==> src/rtl/clint_mtimer.sv <==
// CLINT-style machine timer: 64-bit mtime, per-hart mtimecmp and msip,
// exposed through an AXI4-Lite slave with independent read and write paths.
module clint_mtimer #(
    parameter int unsigned HARTS    = 1,
    parameter int unsigned PRESCALE = 1,
    parameter logic [31:0] BASE     = 32'h0200_0000
) (
    input  logic             clk,
    input  logic             rst,
    input  logic [31:0]      araddr,
    input  logic             arvalid,
    output logic             arready,
    output logic [31:0]      rdata,
    output logic [1:0]       rresp,
    output logic             rvalid,
    input  logic             rready,
    input  logic [31:0]      awaddr,
    input  logic             awvalid,
    output logic             awready,
    input  logic [31:0]      wdata,
    input  logic [3:0]       wstrb,
    input  logic             wvalid,
    output logic             wready,
    output logic [1:0]       bresp,
    output logic             bvalid,
    input  logic             bready,
    output logic [HARTS-1:0] msip_o,
    output logic [HARTS-1:0] mtip_o
);
    localparam logic [15:0] PRE_MAX = 16'(PRESCALE - 1);
    localparam logic [13:0] CMP_W   = 14'h1000;
    localparam logic [13:0] MTL_W   = 14'h2FFE;
    localparam logic [13:0] MTH_W   = 14'h2FFF;
    localparam logic [1:0]  OKAY    = 2'b00;
    localparam logic [1:0]  DECERR  = 2'b11;

    typedef enum logic [2:0] {R_NONE, R_MSIP, R_CMPL, R_CMPH, R_MTL, R_MTH} reg_e;
    typedef struct packed {
        reg_e       kind;
        logic [2:0] hart;
    } dec_t;

    // Only the low 16 offset bits and the word index matter for decode.
    function automatic dec_t decode(input logic [15:0] addr);
        logic [13:0] w;
        dec_t        d;
        w      = 14'((addr - BASE[15:0]) >> 2);
        d.kind = R_NONE;
        d.hart = 3'd0;
        if (w == MTL_W) begin
            d.kind = R_MTL;
        end else if (w == MTH_W) begin
            d.kind = R_MTH;
        end else if (w < 14'(HARTS)) begin
            d.kind = R_MSIP;
            d.hart = w[2:0];
        end else if (w >= CMP_W && w < CMP_W + 14'(2 * HARTS)) begin
            d.kind = w[0] ? R_CMPH : R_CMPL;
            d.hart = w[3:1];
        end
        return d;
    endfunction

    function automatic logic [31:0] merge(input logic [31:0] old_v, input logic [31:0] new_v,
                                          input logic [3:0] strb);
        logic [31:0] r;
        r = old_v;
        for (int b = 0; b < 4; b++) begin
            if (strb[b]) r[8*b +: 8] = new_v[8*b +: 8];
        end
        return r;
    endfunction

    logic [15:0]       pre_q, pre_d;
    logic [63:0]       mtime_q, mtime_d;
    logic [7:0]        msip_q, msip_d;
    logic [7:0][63:0]  cmp_q, cmp_d;
    logic [HARTS-1:0]  mtip_q, mtip_d;
    logic              rvalid_q, rvalid_d;
    logic [31:0]       rdata_q, rdata_d;
    logic [1:0]        rresp_q, rresp_d;
    logic              bvalid_q, bvalid_d;
    logic [1:0]        bresp_q, bresp_d;

    dec_t              rd_dec, wr_dec;
    logic              ar_hs, wr_hs, tick;
    logic [31:0]       rd_val;
    logic              unused_addr_hi;

    assign unused_addr_hi = &{1'b0, araddr[31:16], awaddr[31:16]};

    assign arready = ~rvalid_q;
    // Both write channels are taken in the same cycle, never one alone.
    assign awready = rst & awvalid & wvalid & ~bvalid_q;
    assign wready  = awready;

    always_comb begin
        rd_dec = decode(araddr[15:0]);
        wr_dec = decode(awaddr[15:0]);
        ar_hs  = arvalid & ~rvalid_q;
        wr_hs  = awready;
        tick   = (pre_q == PRE_MAX);

        pre_d   = tick ? 16'd0 : pre_q + 16'd1;
        mtime_d = tick ? mtime_q + 64'd1 : mtime_q;
        msip_d  = msip_q;
        cmp_d   = cmp_q;

        // A register write overrides the increment; the untouched mtime half
        // keeps its pre-increment value.
        if (wr_hs) begin
            case (wr_dec.kind)
                R_MSIP: if (wstrb[0]) msip_d[wr_dec.hart] = wdata[0];
                R_CMPL: cmp_d[wr_dec.hart][31:0]  = merge(cmp_q[wr_dec.hart][31:0], wdata, wstrb);
                R_CMPH: cmp_d[wr_dec.hart][63:32] = merge(cmp_q[wr_dec.hart][63:32], wdata, wstrb);
                R_MTL: begin
                    mtime_d = {mtime_q[63:32], merge(mtime_q[31:0], wdata, wstrb)};
                    pre_d   = 16'd0;
                end
                R_MTH: begin
                    mtime_d = {merge(mtime_q[63:32], wdata, wstrb), mtime_q[31:0]};
                    pre_d   = 16'd0;
                end
                default: ;
            endcase
        end

        case (rd_dec.kind)
            R_MSIP:  rd_val = {31'd0, msip_q[rd_dec.hart]};
            R_CMPL:  rd_val = cmp_q[rd_dec.hart][31:0];
            R_CMPH:  rd_val = cmp_q[rd_dec.hart][63:32];
            R_MTL:   rd_val = mtime_q[31:0];
            R_MTH:   rd_val = mtime_q[63:32];
            default: rd_val = 32'd0;
        endcase

        rvalid_d = rvalid_q;
        rdata_d  = rdata_q;
        rresp_d  = rresp_q;
        if (ar_hs) begin
            rvalid_d = 1'b1;
            rdata_d  = rd_val;
            rresp_d  = (rd_dec.kind == R_NONE) ? DECERR : OKAY;
        end else if (rvalid_q && rready) begin
            rvalid_d = 1'b0;
        end

        bvalid_d = bvalid_q;
        bresp_d  = bresp_q;
        if (wr_hs) begin
            bvalid_d = 1'b1;
            bresp_d  = (wr_dec.kind == R_NONE) ? DECERR : OKAY;
        end else if (bvalid_q && bready) begin
            bvalid_d = 1'b0;
        end

        mtip_d = '0;
        for (int h = 0; h < int'(HARTS); h++) begin
            mtip_d[h] = (mtime_q >= cmp_q[h]);
        end
    end

    always_ff @(posedge clk or negedge rst) begin
        if (!rst) begin
            pre_q    <= '0;
            mtime_q  <= '0;
            msip_q   <= '0;
            cmp_q    <= '1;
            mtip_q   <= '0;
            rvalid_q <= 1'b0;
            rdata_q  <= '0;
            rresp_q  <= OKAY;
            bvalid_q <= 1'b0;
            bresp_q  <= OKAY;
        end else begin
            pre_q    <= pre_d;
            mtime_q  <= mtime_d;
            msip_q   <= msip_d;
            cmp_q    <= cmp_d;
            mtip_q   <= mtip_d;
            rvalid_q <= rvalid_d;
            rdata_q  <= rdata_d;
            rresp_q  <= rresp_d;
            bvalid_q <= bvalid_d;
            bresp_q  <= bresp_d;
        end
    end

    assign rvalid = rvalid_q;
    assign rdata  = rdata_q;
    assign rresp  = rresp_q;
    assign bvalid = bvalid_q;
    assign bresp  = bresp_q;
    assign msip_o = msip_q[HARTS-1:0];
    assign mtip_o = mtip_q;

endmodule

==> config.mk <==
export PLATFORM = sky130hd
export DESIGN_NAME = clint_mtimer
export DESIGN_NICKNAME = d
export VERILOG_FILES = /design/src/rtl/clint_mtimer.sv
export SDC_FILE = /design/constraint.sdc
export NUM_CORES = 1
export LEC_CHECK = 0
export CAP_MARGIN = 25
export CORE_MARGIN = 3
export CORE_UTILIZATION = 46
export DETAILED_ROUTE_END_ITERATION = 10
export GPL_ROUTABILITY_DRIVEN = 0
export PLACE_DENSITY_LB_ADDON = 0.25
export SYNTH_ARGS = -nofsm -noshare
export SYNTH_HDL_FRONTEND = slang
export SYNTH_SLANG_ARGS = --single-unit
==> constraint.sdc <==
create_clock -name clk -period 2.05 [get_ports clk]
set_input_delay 0.205 -clock clk [delete_from_list [all_inputs] [get_ports clk]]
set_output_delay 0.205 -clock clk [all_outputs]
set_load 0.02 [all_outputs]
# Word level (Yosys, flattened, before mapping)
# Index checks and enable logic that the tools add are counted.
# word_totals
reg_bits	639
in_bits	107
# classes
n_addsub	2
magnitude_cmp	10
eq_ne	24
mux	71
bitwise_logic	6
n_reduce_logical	22
# op_table
cell	count
bitwise mux 512 bit	2
case mux 512 bit (2 select lines)	1
binary-select mux 64 bit (select 3 bit)	2
demux 64 bit (select 3 bit)	2
two-way mux 64 bit	5
two-way mux 8 bit	28
case mux 32 bit (5 select lines)	1
case mux 64 bit (2 select lines)	1
adder 64 x 1 -> 64 bit, second input constant	1
greater-or-equal comparator 64 bit	1
== test 14 bit, second input constant	4
two-way mux 16 bit	3
two-way mux 32 bit	1
greater-or-equal comparator 14 x 13 -> 1 bit, second input constant	2
< comparator 14 x 1 -> 1 bit, second input constant	2
< comparator 14 x 13 -> 1 bit, second input constant	2
two-way mux 3 bit	8
!= test 3 bit, second input constant	8
AND reduction 2 bit	9
adder 16 x 1 -> 16 bit, second input constant	1
logical NOT 16 bit	1
== test 3 x 2 -> 1 bit, second input constant	4
== test 3 bit, second input constant	4
two-way mux 6 bit	2
17 further kinds	40

# Logic depth before layout (Yosys ltp)
# Gate-level depths: netlist of the first run.
# depth
word_depth	13
mapped_depth	10
mapped_depth_nobuf	8

# Worst setup path after synthesis of the first run
# OpenSTA, ideal clock, no wires.
# synth_timing
path_kind	flip-flop to flip-flop
start	reg pre_q[0]
end	reg mtime_q[62]
setup_time_ns	0.128
arrival_time_ns	2.100
required_time_ns	1.922
path_slack_ns	-0.179
path_stages_with_launch	9
path_buffers	0
cell_sequence	dfrtp_1 -> inv_1 -> ha_1 -> nor4b_1 -> nand4_1 -> or2_2 -> nor3_1 -> nor4b_1 -> nor3_1
# synth_via
elab_chain_len	4
# synth_lines
element	line	text
from (decl)	74	logic [15:0] pre_q, pre_d;
from (signal assigned)	176	pre_q <= pre_d;
logical NOT 16 bit (*)	102	tick = (pre_q == PRE_MAX);
two-way mux 64 bit (*)	105	mtime_d = tick ? mtime_q + 64'd1 : mtime_q;
case mux 64 bit (2 select lines)	112	case (wr_dec.kind)
two-way mux 64 bit (*)	111	if (wr_hs) begin
to (signal assigned)	177	mtime_q <= mtime_d;
to (decl)	75	logic [63:0] mtime_q, mtime_d;
# Mark *: on every way between the ends. The rest lies on a longest branch, timed or not.
# A chain may end at the register's enable or synchronous reset.

# Final worst setup path of the first run
# layout_timing
start	reg pre_q[6]
end	reg mtime_q[48]
# Same word-level chain as after synthesis.

==> results.txt, run 1 <==
- Of the cells placed in the final design, the portion with a size suffix greater than 1 is 0.406.
* Placed Instance Area: 0.0159 sq mm
* Worst Setup Path Type: flop to flop
- Synth Area in XOR/XNOR: 0.0124
- The worst setup path is launched from a flop.
* Worst clock skew on the final layout: 0.0153 ns
- TritonCTS built the clock tree.
- Counting both buffers and inverters, the worst setup path holds a total of 3.
- In the global route stage, overall resource usage came out at 0.315.
- Power spread over the standard cell area amounts to 533 mW/mm^2.
* Count of final setup violators: 62
* Post-synthesis share of cell area spent on full adders, half adders and majority gates: 0.0697
- Setup repair after global routing could not meet its margin everywhere.
- For this design the static power due to leakage is 0.00811 uW.
- The count of nets left with antenna violations once routing finished came out at 0.
- In the final layout, the multi-input gates occupy 0.00787 sq mm.
- In the synthesized netlist the dominant register cell turns out to be dfrtp_1.
- The HPWL after detailed placement is 32,300 um.
- After technology mapping, the gate count stands at 1,322.
- The H-tree generated during clock tree synthesis spans 4 levels.
- After the flow finishes, the layout carries non-filler instances totaling 2,105.
- The slowest stage of the critical path belongs to the cell dfrtp_1.
- Of the synthesized area, sequential elements account for 0.385.
* X dimension of the die: 168 um
- After detailed routing, the number of remaining DRC violations is 0.
- Compared with the post-synthesis result, the final layout area differs by 52.0%.
- Clk root buf: clkbuf_16
- Vias per std cell: 6.46
- After clock tree synthesis, the clock-pin slew on the worst setup and hold paths is 0.08 ns.
* Clock net sink count: 182
- Cells along the critical path: nor4_4 -> buf_4 -> and4_4 -> buf_4 -> nand4_1 -> buf_6 -> nor4_4 -> nor4_2 -> a21oi_1
* Area of all sequential standard cells: 0.00464 sq mm
* Top cells by area in the synthesized netlist: dfrtp_1 (25%), dfstp_2 (14%), ha_1 (7.0%), a21oi_1 (5.0%), mux2_2 (4.3%)
* Number of distinct library cell variants in the gate-level netlist after synthesis: 83
- Yosys warning count: 0
* Violation count after the first detailed-routing iteration: 2,270
* Die area: 0.0281 sq mm
- Type of the most critical hold path: input pin to flop
- Counting flops with a built-in enable in the synthesized netlist gives 0.
- Total CTS buffers: 17
- At the pin with the least slew margin, the transition time is 0.719 ns.
* Peak supply drop: 0.446 mV
- Combinational family with the most area after synthesis: compound AO/OA/AOI/OAI gates
- Entering global routing, the biggest net connects 122 pins.
* Violated checks: setup timing
- Counting flops with an async set or reset pin after synthesis yields a share of 1.00.
* IO buf count: 113
- Most common cell after layout, fill and taps aside: buf_4
- Final instance area: 0.0183 sq mm
- The final-report hold violation count came to 0.
* Layout filler cell count: 1,701
* Overflow left after global routing: 0
- Antenna Cells: 0
* Core area: 0.0255 sq mm
- Data on the critical path is required at its endpoint by 2.40 ns.
* Fraction of synthesized cell area taken by the top area cell type: 0.245
- Worst path top cell family by delay: simple AND/OR/NAND/NOR gates
* Final hold slack: 0.312 ns
* Commonest cells after routing, fill and taps aside: buf_4 (312), dfrtp_1 (114), clkdlybuf4s50_1 (100)
* Clock Latency Late Sink: 0.45 ns
- The final count of pins violating max slew is 0.
- For this configuration, the core starts out at a cell density of 0.472.
- CP Max Fanout: 3
* Total length of routed wires: 48,600 um
- The worst setup path is captured at a flop.
- Dividing the final minimum period by the clock period gives 1.15.
* F_max: 422 MHz
- Initial antenna violation count: 0
- After floorplanning, the core was divided into 58 placement rows.
- The flow ran to the end, but the final reports show violations.
- The tool flagged a number of max-cap violations equal to 0.
* Data arrival, critical path: 2.72 ns
- The via count of the first global-routing pass was 13,000.
- Synth Area in Compound Gates: 0.227
- The first TritonRoute pass finished after 8 iterations.
- Once routing completed, OpenROAD measured the worst setup slack at -0.317 ns.
- After synthesis the cells add up to 0.0120 sq mm.
- Die H: 168 um
- Syn Nets: 1,496
- In the final routed layout, each cell accounts on average for 23.1 um.
- The final route contains 13,600 vias.
- Num ports: 150
- Relative slew slack: 0.521
- The largest total area in the synthesized netlist belongs to dfrtp_1.
* Max stage delay on crit path: 0.44 ns
* Cells after DPL: 2,008
- The first global-routing pass estimated 70,500 um of wire.
- Of the post-synthesis cell area, the part taken by muxes is 0.0561.
- Bufs on Longest Clock Path: 2
* Final Power: 9750 uW
- Synthesized area per cell: 9.10 sq um
- Counting I/O delays and the setup requirement, the final critical path takes 2.37 ns.
- Total Nets Final: 1,936
- Number of flip-flops and latches in the synthesized netlist: 182
* Simple logic cell fraction of the synthesized area: 0.194
## registers in the layout (all words and copies together), names as in the netlist
register and flops:
bresp 1, bvalid 1, cmp_q 64, msip_q 1, mtime_q 64, mtip_o 1
pre_q 16, rdata 32, rresp 1, rvalid 1
## Yosys cell counts (all sizes together) (15+ instances only)
master    n
a21o     15
a21oi   121
a222oi   21
a22o     42
a31oi    17
buf      27
clkbuf   39
dfrtp   118
dfstp    64
ha       67
inv      97
mux2     52
nand2    99
nand3    48
nand4    45
nor2     77
nor3     30
nor4     31
o21ai   114
## path summary, 6_finish.rpt
kind | start | end | slack [ns] | cells after the start
worst min-delay path | bready | bvalid | 0.31 | 2
worst max-delay path | pre_q[6] | mtime_q[48] | -0.32 | 9
min in group asynchronous | rst | rdata[20] | 0.43 | 3
worst min register to register | rdata[27] | rdata[27] | 0.48 | 2
max in group asynchronous | rst | mtime_q[7] | 0.54 | 4
worst max register to register | pre_q[6] | mtime_q[48] | -0.32 | 9
## metrics by stage
step | worst slack, ns | setup TNS (ns) | utilization
after floorplan | -0.0756 | -0.0756 | -
after global placement | -0.621 | -60.37 | 0.624
after detailed placement | -0.616 | -66.10 | 0.624
after CTS | -0.125 | -1.18 | 0.683
after global routing | -0.336 | -13.77 | 0.718
final | -0.317 | -9.44 | 0.718
## power by group
part | internal, uW | switching [uW] | leakage [uW]
combinational | 1040 | 1200 | 0.00564
sequential | 3710 | 130 | 0.00217
clock | 2060 | 1610 | 0.000295
## final cells by class
class / instances / share of cell area
Clock inverter: 14 / 0.0108
Inverter: 98 / 0.0201
Tap cell: 330 / 0.0226
Timing Repair Buffer: 486 / 0.239
Multi-Input combinational cell: 977 / 0.430
Clock buffer: 18 / 0.0235
Sequential cell: 182 / 0.254
## per-layer routing
layer / wire length, um / part of all wire / global-route usage / vias up
li1: - / - / - / 5835
met1: 19000 / 0.39 / 0.440 / 6450
met2: 21600 / 0.44 / 0.481 / 1079
met3: 5840 / 0.12 / 0.0701 / 233
met4: 2200 / 0.045 / 0.120 / 0
met5: 0 / 0 / 0 / -
## worst reg2reg max path, stage by stage (launching register included)
cell and delay [ns]:
dfrtp_1 0.44, nor4_4 0.32, buf_4 0.17, and4_4 0.26, buf_4 0.12, nand4_1 0.23
buf_6 0.23, nor4_4 0.21, nor4_2 0.08, a21oi_1 0.20
## repair_timing
action / in CTS / in global routing
pin swaps: 62 / 91
gates resized for setup: 130 / 163
gates cloned: 1 / 1
setup buffers: 33 / 35
hold endpoints to repair: 15 / 0
hold buffers: 1 / 0
setup endpoints to repair: 128 / 124
## cells by family after synthesis
| kind of cell | after synthesis |
|---|---|
| buffers and inverters | 164 |
| adder cells (fa/ha/maj) | 67 |
| XOR/XNOR | 17 |
| flip-flops | 182 |
| AND/OR/NAND/NOR | 412 |
| AO/OA/AOI/OAI | 419 |
| multiplexers | 61 |
No activity file was read; power rests on OpenSTA's default activity.
==> inputs of run 2 (changes only) <==
- ABC_CLOCK_PERIOD_IN_PS: default -> 2050
==> results of run 2 <==
No change in the layout: final DEF, timing and power equal those of run 1.
